[src/rtl/acc_result_fifo.sv]
`default_nettype none
// ============================================================================
// Module      : acc_result_fifo
// Description : Captures tlast-marked accumulator sums into a small FIFO,
//               re-frames them on an AXI-Stream master and counts overflow drops.
// Revision    : 1.0 - initial release
// ============================================================================
module acc_result_fifo #(
  parameter int DATA_WIDTH       = 16,
  parameter int TUSER_WIDTH      = 4,
  parameter int FIFO_DEPTH       = 4,
  parameter int GROUPS_PER_FRAME = 3,
  parameter int DROP_CNT_WIDTH   = 8
) (
  input  logic                          aclk,
  input  logic                          aresetn,
  input  logic                          aclken,
  input  logic                          s_axis_tvalid,
  input  logic [DATA_WIDTH-1:0]         s_axis_tdata,
  input  logic                          s_axis_tlast,
  input  logic [TUSER_WIDTH-1:0]        s_axis_tuser,
  output logic                          m_axis_tvalid,
  input  logic                          m_axis_tready,
  output logic [DATA_WIDTH-1:0]         m_axis_tdata,
  output logic [TUSER_WIDTH-1:0]        m_axis_tuser,
  output logic                          m_axis_tlast,
  output logic [$clog2(FIFO_DEPTH):0]   fill_level,
  output logic                          overflow,
  output logic [DROP_CNT_WIDTH-1:0]     drop_count
);

  localparam int c_PTR_W   = $clog2(FIFO_DEPTH);
  localparam int c_CNT_W   = c_PTR_W + 1;
  localparam int c_FRM_W   = (GROUPS_PER_FRAME > 1) ? $clog2(GROUPS_PER_FRAME) : 1;
  localparam int c_ENTRY_W = TUSER_WIDTH + DATA_WIDTH;
  localparam logic [c_CNT_W-1:0] c_DEPTH    = c_CNT_W'(FIFO_DEPTH);
  localparam logic [c_FRM_W-1:0] c_FRM_LAST = c_FRM_W'(GROUPS_PER_FRAME - 1);

  logic [c_ENTRY_W-1:0]      r_mem [FIFO_DEPTH];
  logic [c_PTR_W-1:0]        r_wr_ptr;
  logic [c_PTR_W-1:0]        r_rd_ptr;
  logic [c_CNT_W-1:0]        r_fill;
  logic [c_FRM_W-1:0]        r_frm_cnt;
  logic                      r_overflow;
  logic [DROP_CNT_WIDTH-1:0] r_drop_cnt;

  logic                      w_valid;
  logic                      w_cap;
  logic                      w_pop;
  logic                      w_push;
  logic                      w_drop;
  logic [c_ENTRY_W-1:0]      w_head;

  assign w_valid = (r_fill != '0);
  assign w_cap   = aclken & s_axis_tvalid & s_axis_tlast;
  assign w_pop   = aclken & w_valid & m_axis_tready;
  // A full FIFO still accepts a capture when the head leaves on the same edge.
  assign w_push  = w_cap & ((r_fill < c_DEPTH) | w_pop);
  assign w_drop  = w_cap & ~w_push;
  assign w_head  = r_mem[r_rd_ptr];

  // Storage carries no reset; stale entries are never visible because the
  // head is masked whenever the FIFO is empty.
  always_ff @(posedge aclk) begin
    if (w_push) begin
      r_mem[r_wr_ptr] <= {s_axis_tuser, s_axis_tdata};
    end
  end

  always_ff @(posedge aclk or negedge aresetn) begin
    if (!aresetn) begin
      r_wr_ptr   <= '0;
      r_rd_ptr   <= '0;
      r_fill     <= '0;
      r_frm_cnt  <= '0;
      r_overflow <= 1'b0;
      r_drop_cnt <= '0;
    end else begin
      if (w_push) begin
        r_wr_ptr <= r_wr_ptr + c_PTR_W'(1);
      end
      if (w_pop) begin
        r_rd_ptr  <= r_rd_ptr + c_PTR_W'(1);
        r_frm_cnt <= (r_frm_cnt == c_FRM_LAST) ? '0 : r_frm_cnt + c_FRM_W'(1);
      end
      case ({w_push, w_pop})
        2'b10:   r_fill <= r_fill + c_CNT_W'(1);
        2'b01:   r_fill <= r_fill - c_CNT_W'(1);
        default: r_fill <= r_fill;
      endcase
      if (w_drop) begin
        r_overflow <= 1'b1;
        if (r_drop_cnt != '1) begin
          r_drop_cnt <= r_drop_cnt + DROP_CNT_WIDTH'(1);
        end
      end
    end
  end

  assign m_axis_tvalid = w_valid;
  assign m_axis_tdata  = w_valid ? w_head[DATA_WIDTH-1:0] : '0;
  assign m_axis_tuser  = w_valid ? w_head[c_ENTRY_W-1:DATA_WIDTH] : '0;
  assign m_axis_tlast  = w_valid & (r_frm_cnt == c_FRM_LAST);
  assign fill_level    = r_fill;
  assign overflow      = r_overflow;
  assign drop_count    = r_drop_cnt;

endmodule
`default_nettype wire

[config.mk]
export PLATFORM = sky130hd
export DESIGN_NAME = acc_result_fifo
export DESIGN_NICKNAME = d
export VERILOG_FILES = /design/src/rtl/acc_result_fifo.sv
export SDC_FILE = /design/constraint.sdc
export NUM_CORES = 1
export LEC_CHECK = 0
export BUFFER_PORTS_ARGS = -buffer_cell sky130_fd_sc_hd__buf_4
export CAP_MARGIN = 20
export CORE_UTILIZATION = 55
export CTS_CLUSTER_DIAMETER = 80
export DETAILED_ROUTE_END_ITERATION = 6
export MAX_ROUTING_LAYER = met4
export PLACE_DENSITY = 0.77
export REMOVE_ABC_BUFFERS = 1
export SETUP_SLACK_MARGIN = 0.15
export SLEW_MARGIN = 20
export SYNTH_ARGS = -nofsm -noshare
export SYNTH_HDL_FRONTEND = slang
export SYNTH_SLANG_ARGS = --single-unit
[constraint.sdc]
create_clock -name aclk -period 2.2 [get_ports aclk]
set_input_delay 0.55 -clock aclk [delete_from_list [all_inputs] [get_ports aclk]]
set_output_delay 0.55 -clock aclk [all_outputs]
set_load 0.03 [all_outputs]
==> key figures <==
Hold path
  – Min-delay worst type: primary input to async pin

STA
  – Worst clock skew: between 15 and 20 ps
  – RSZ-0062 raised after global routing: true
  – Period utilization: 108%
  – # setup viols final: 21
  – FMAX: 421 MHz
  – Measured slew at the worst slew-check pin: 310 ps
  – Period minus WS final: 2370 ps
  – Pins Over Slew Limit: 0
  – Relative slew slack: between 70% and 80%
  – Final setup TNS: -2690 ps
  – Fin. Hold Viols: 0
  – Final Worst Setup Slack: -175 ps

CTS
  – Hold-fix buffer count after cts: 0
  – Clk sinks: 98
  – Reg clk slew, reported paths: about 100 ps
  – Clk_lat worst skew: about 360 ps
  – CTS tree: yes
  – H-tree level count: 3
  – Root Driver: clkbuf_8
  – CTS Buffer Depth: 2
  – Total CTS buffers: 9

Job
  – Max-cap viol count: 0

Critical path
  – Crit. End Element: output port
  – WP data arrival: 1820 ps
  – Critical path fanouts, max: 7
  – Cells along the critical path: buf_12, buf_16, mux4_2, and2_4, buf_6
  – Worst R2R Setup Slack: between 150 and 200 ps
  – Critical path's slowest cell: mux4_2
  – R2r startpoint: fill_level[0]
  – CP Data Required Time: about 1700 ps
  – Capturing point of the worst reg2reg path: fill_level[1]
  – Worst Path Buf+Inv: 3
  – R2r worst-path depth: 8
  – Setup crit start kind: flip-flop
  – Crit Path Class: flip-flop to output port
  – Top delay family on crit path: multiplexers
  – Crit path largest cell delay: roughly 500 ps

Finish
  – Area grow syn2layout: 28.9%
  – Final net count: about 340
  – Most common cell after layout, fill and taps aside: edfxtp_1
  – Final std cells w/o fill: ~410
  – Most frequent cells in the layout: 80 x edfxtp_1, 61 x buf_4, 20 x mux4_2
  – Final Instance Area: 0.00517 mm^2
  – Antenna Cells: 0
  – Fraction of layout cells with a size suffix above 1: 48.9%

Drt
  – Detail Route Antenna Nets: 0
  – DRC viols: 0
  – Via count: 2157
  – WL per Instance: 17.9 um
  – Via density: 5.30
  – Routed wire length: around 7300 um
  – Iteration count of the initial detailed-routing pass: 4
  – Initial DRC count: 166

Floorplan
  – Die span in y: 87.4 um
  – Initial Util: between 50% and 60%
  – Core area: about 0.007 mm^2
  – I/O Pins: 60
  – Die Span X: between 80 and 90 um
  – Die Area: approximately 0.0076 mm^2
  – Cell row count: 30

GRT
  – Pin count of the biggest net entering global routing: 21
  – Vias in the first global route: around 2100
  – Grt total ovfl: 0
  – Initial antenna violation count: 0
  – First-pass GRT wire length: about 11000 um
  – GRT Resource Usage Total: around 22%

Synth
  – Netlist cell types: 35
  – Mapped Avg Cell Area: roughly 19 um^2
  – Cells after Synth: around 210
  – Syn. warnings: 0
  – Flops & latches, synth: just under 100
  – Syn Std Cell Area: about 0.004 mm^2
  – Sequential-to-total area share from yosys stat: a little under three quarters

Power
  – P_leak: between 2 and 2.5 nW
  – PnR Total Power: ~6.6 mW
  – Pwr dens: between 1000 and 1500 mW/mm^2
  – Peak supply drop: between 0.6 and 0.7 mV

Place
  – Placed cell count: ~380
  – GP Congestion: 0.736
  – DPL Wire Length: roughly 4300 um
  – Dpl cell area: around 0.0047 mm^2
  – PortBufs: 59

Run status
  – Failing checks: negative setup slack
  – Status: finished, violations left
[layout make-up]
class / instances / area [um^2]
Clock buffer: 10 / 128
Clock inverter: 6 / 50.0
Fill cell: 434 / 1740
Inverter: 7 / 28.8
Multi-Input combinational cell: 103 / 1140
Sequential cell: 98 / 2850
Tap cell: 96 / 120
Timing Repair Buffer: 87 / 848
[logic make-up (layout without fill, tap and decap cells)]
kind of cell | Yosys count | count (layout) | share of synthesized area [%]
buffers and inverters | 13 | 110 | 1.65
AND/OR/NAND/NOR | 57 | 57 | 9.18
adder cells (fa/ha/maj) | 7 | 7 | 2.37
flip-flops | 98 | 98 | 71.2
AO/OA/AOI/OAI | 5 | 5 | 0.812
multiplexers | 24 | 24 | 12.6
XOR/XNOR | 10 | 10 | 2.19
[flip-flops by register name (all words and copies together), names as in the netlist]
signal / count
r_mem: 80
drop_count: 8
fill_level: 3
r_frm_cnt: 2
r_rd_ptr: 2
r_wr_ptr: 2
overflow: 1
[worst max-delay path by stage]
stage | endpoint | cells past startpoint | startpoint | slack (ps)
2_1_floorplan | m_axis_tdata[15] | 2 | r_rd_ptr[0] | -250
3_3_place_gp | fill_level[2] | 10 | m_axis_tready | 210
3_5_place_dp | fill_level[2] | 10 | m_axis_tready | 140
4_1_cts | m_axis_tdata[14] | 4 | r_rd_ptr[0] | -190
5_1_grt | m_axis_tdata[0] | 5 | r_rd_ptr[0] | -270
6_report | m_axis_tdata[0] | 5 | r_rd_ptr[0] | -170
[metal layers]
metal  GRT usage [%]  vias up  wire [um]
met4            8.79        0        121
met5               -        -          0
met3            5.40        9        312
met2            33.2       55       3700
met1            28.2     1094       3140
li1                -      999          -
[what timing repair did]
item                                    in CTS  in global routing
pin swaps                                   15                  4
endpoints found under the setup margin      22                 24
resized for setup                           41                  7
hold endpoints to repair                     0                  0
cloned                                       3                  1
setup buffers                                5                  6
[stage by stage]
step | util (%) | hold WS, ps | setup slack (ps)
4_1_cts | 73.5 | 39.6 | -191
5_1_grt | 74.8 | 27.3 | -265
6_report | 74.8 | 38.9 | -175
3_3_place_gp | 67.4 | 434 | 208
3_5_place_dp | 67.4 | 433 | 143
2_1_floorplan | - | 254 | -246
[cells in the mapped netlist, drive strengths merged]
master	n	share of area [%]
edfxtp	80	60
and2	24	3.7
mux4	20	11
dfrtp	18	11
nand2	9	0.84
inv	7	0.66
ha	6	1.9
nand3	6	1.0
nor3	6	1.2
xor2	6	1.3
buf	4	0.81
nor2	4	0.37
xnor2	4	0.87
mux2	3	0.94
clkbuf	2	0.19
o21ai	2	0.25
a21o	1	0.19
a21oi	1	0.12
and3	1	0.16
and3b	1	0.22
fa	1	0.50
mux2i	1	0.25
nand4	1	0.53
nor2b	1	0.34
nor3b	1	0.19
o21ba	1	0.25
or2	1	0.16
or2b	1	0.19
or3	1	0.28
[power by group]
part	internal, mW	switching [mW]
clock network	0.428	0.636
logic	1.66	1.51
registers	2.20	0.133
total	4.29	2.28
Note: power is estimated with default switching activity, not from simulation.
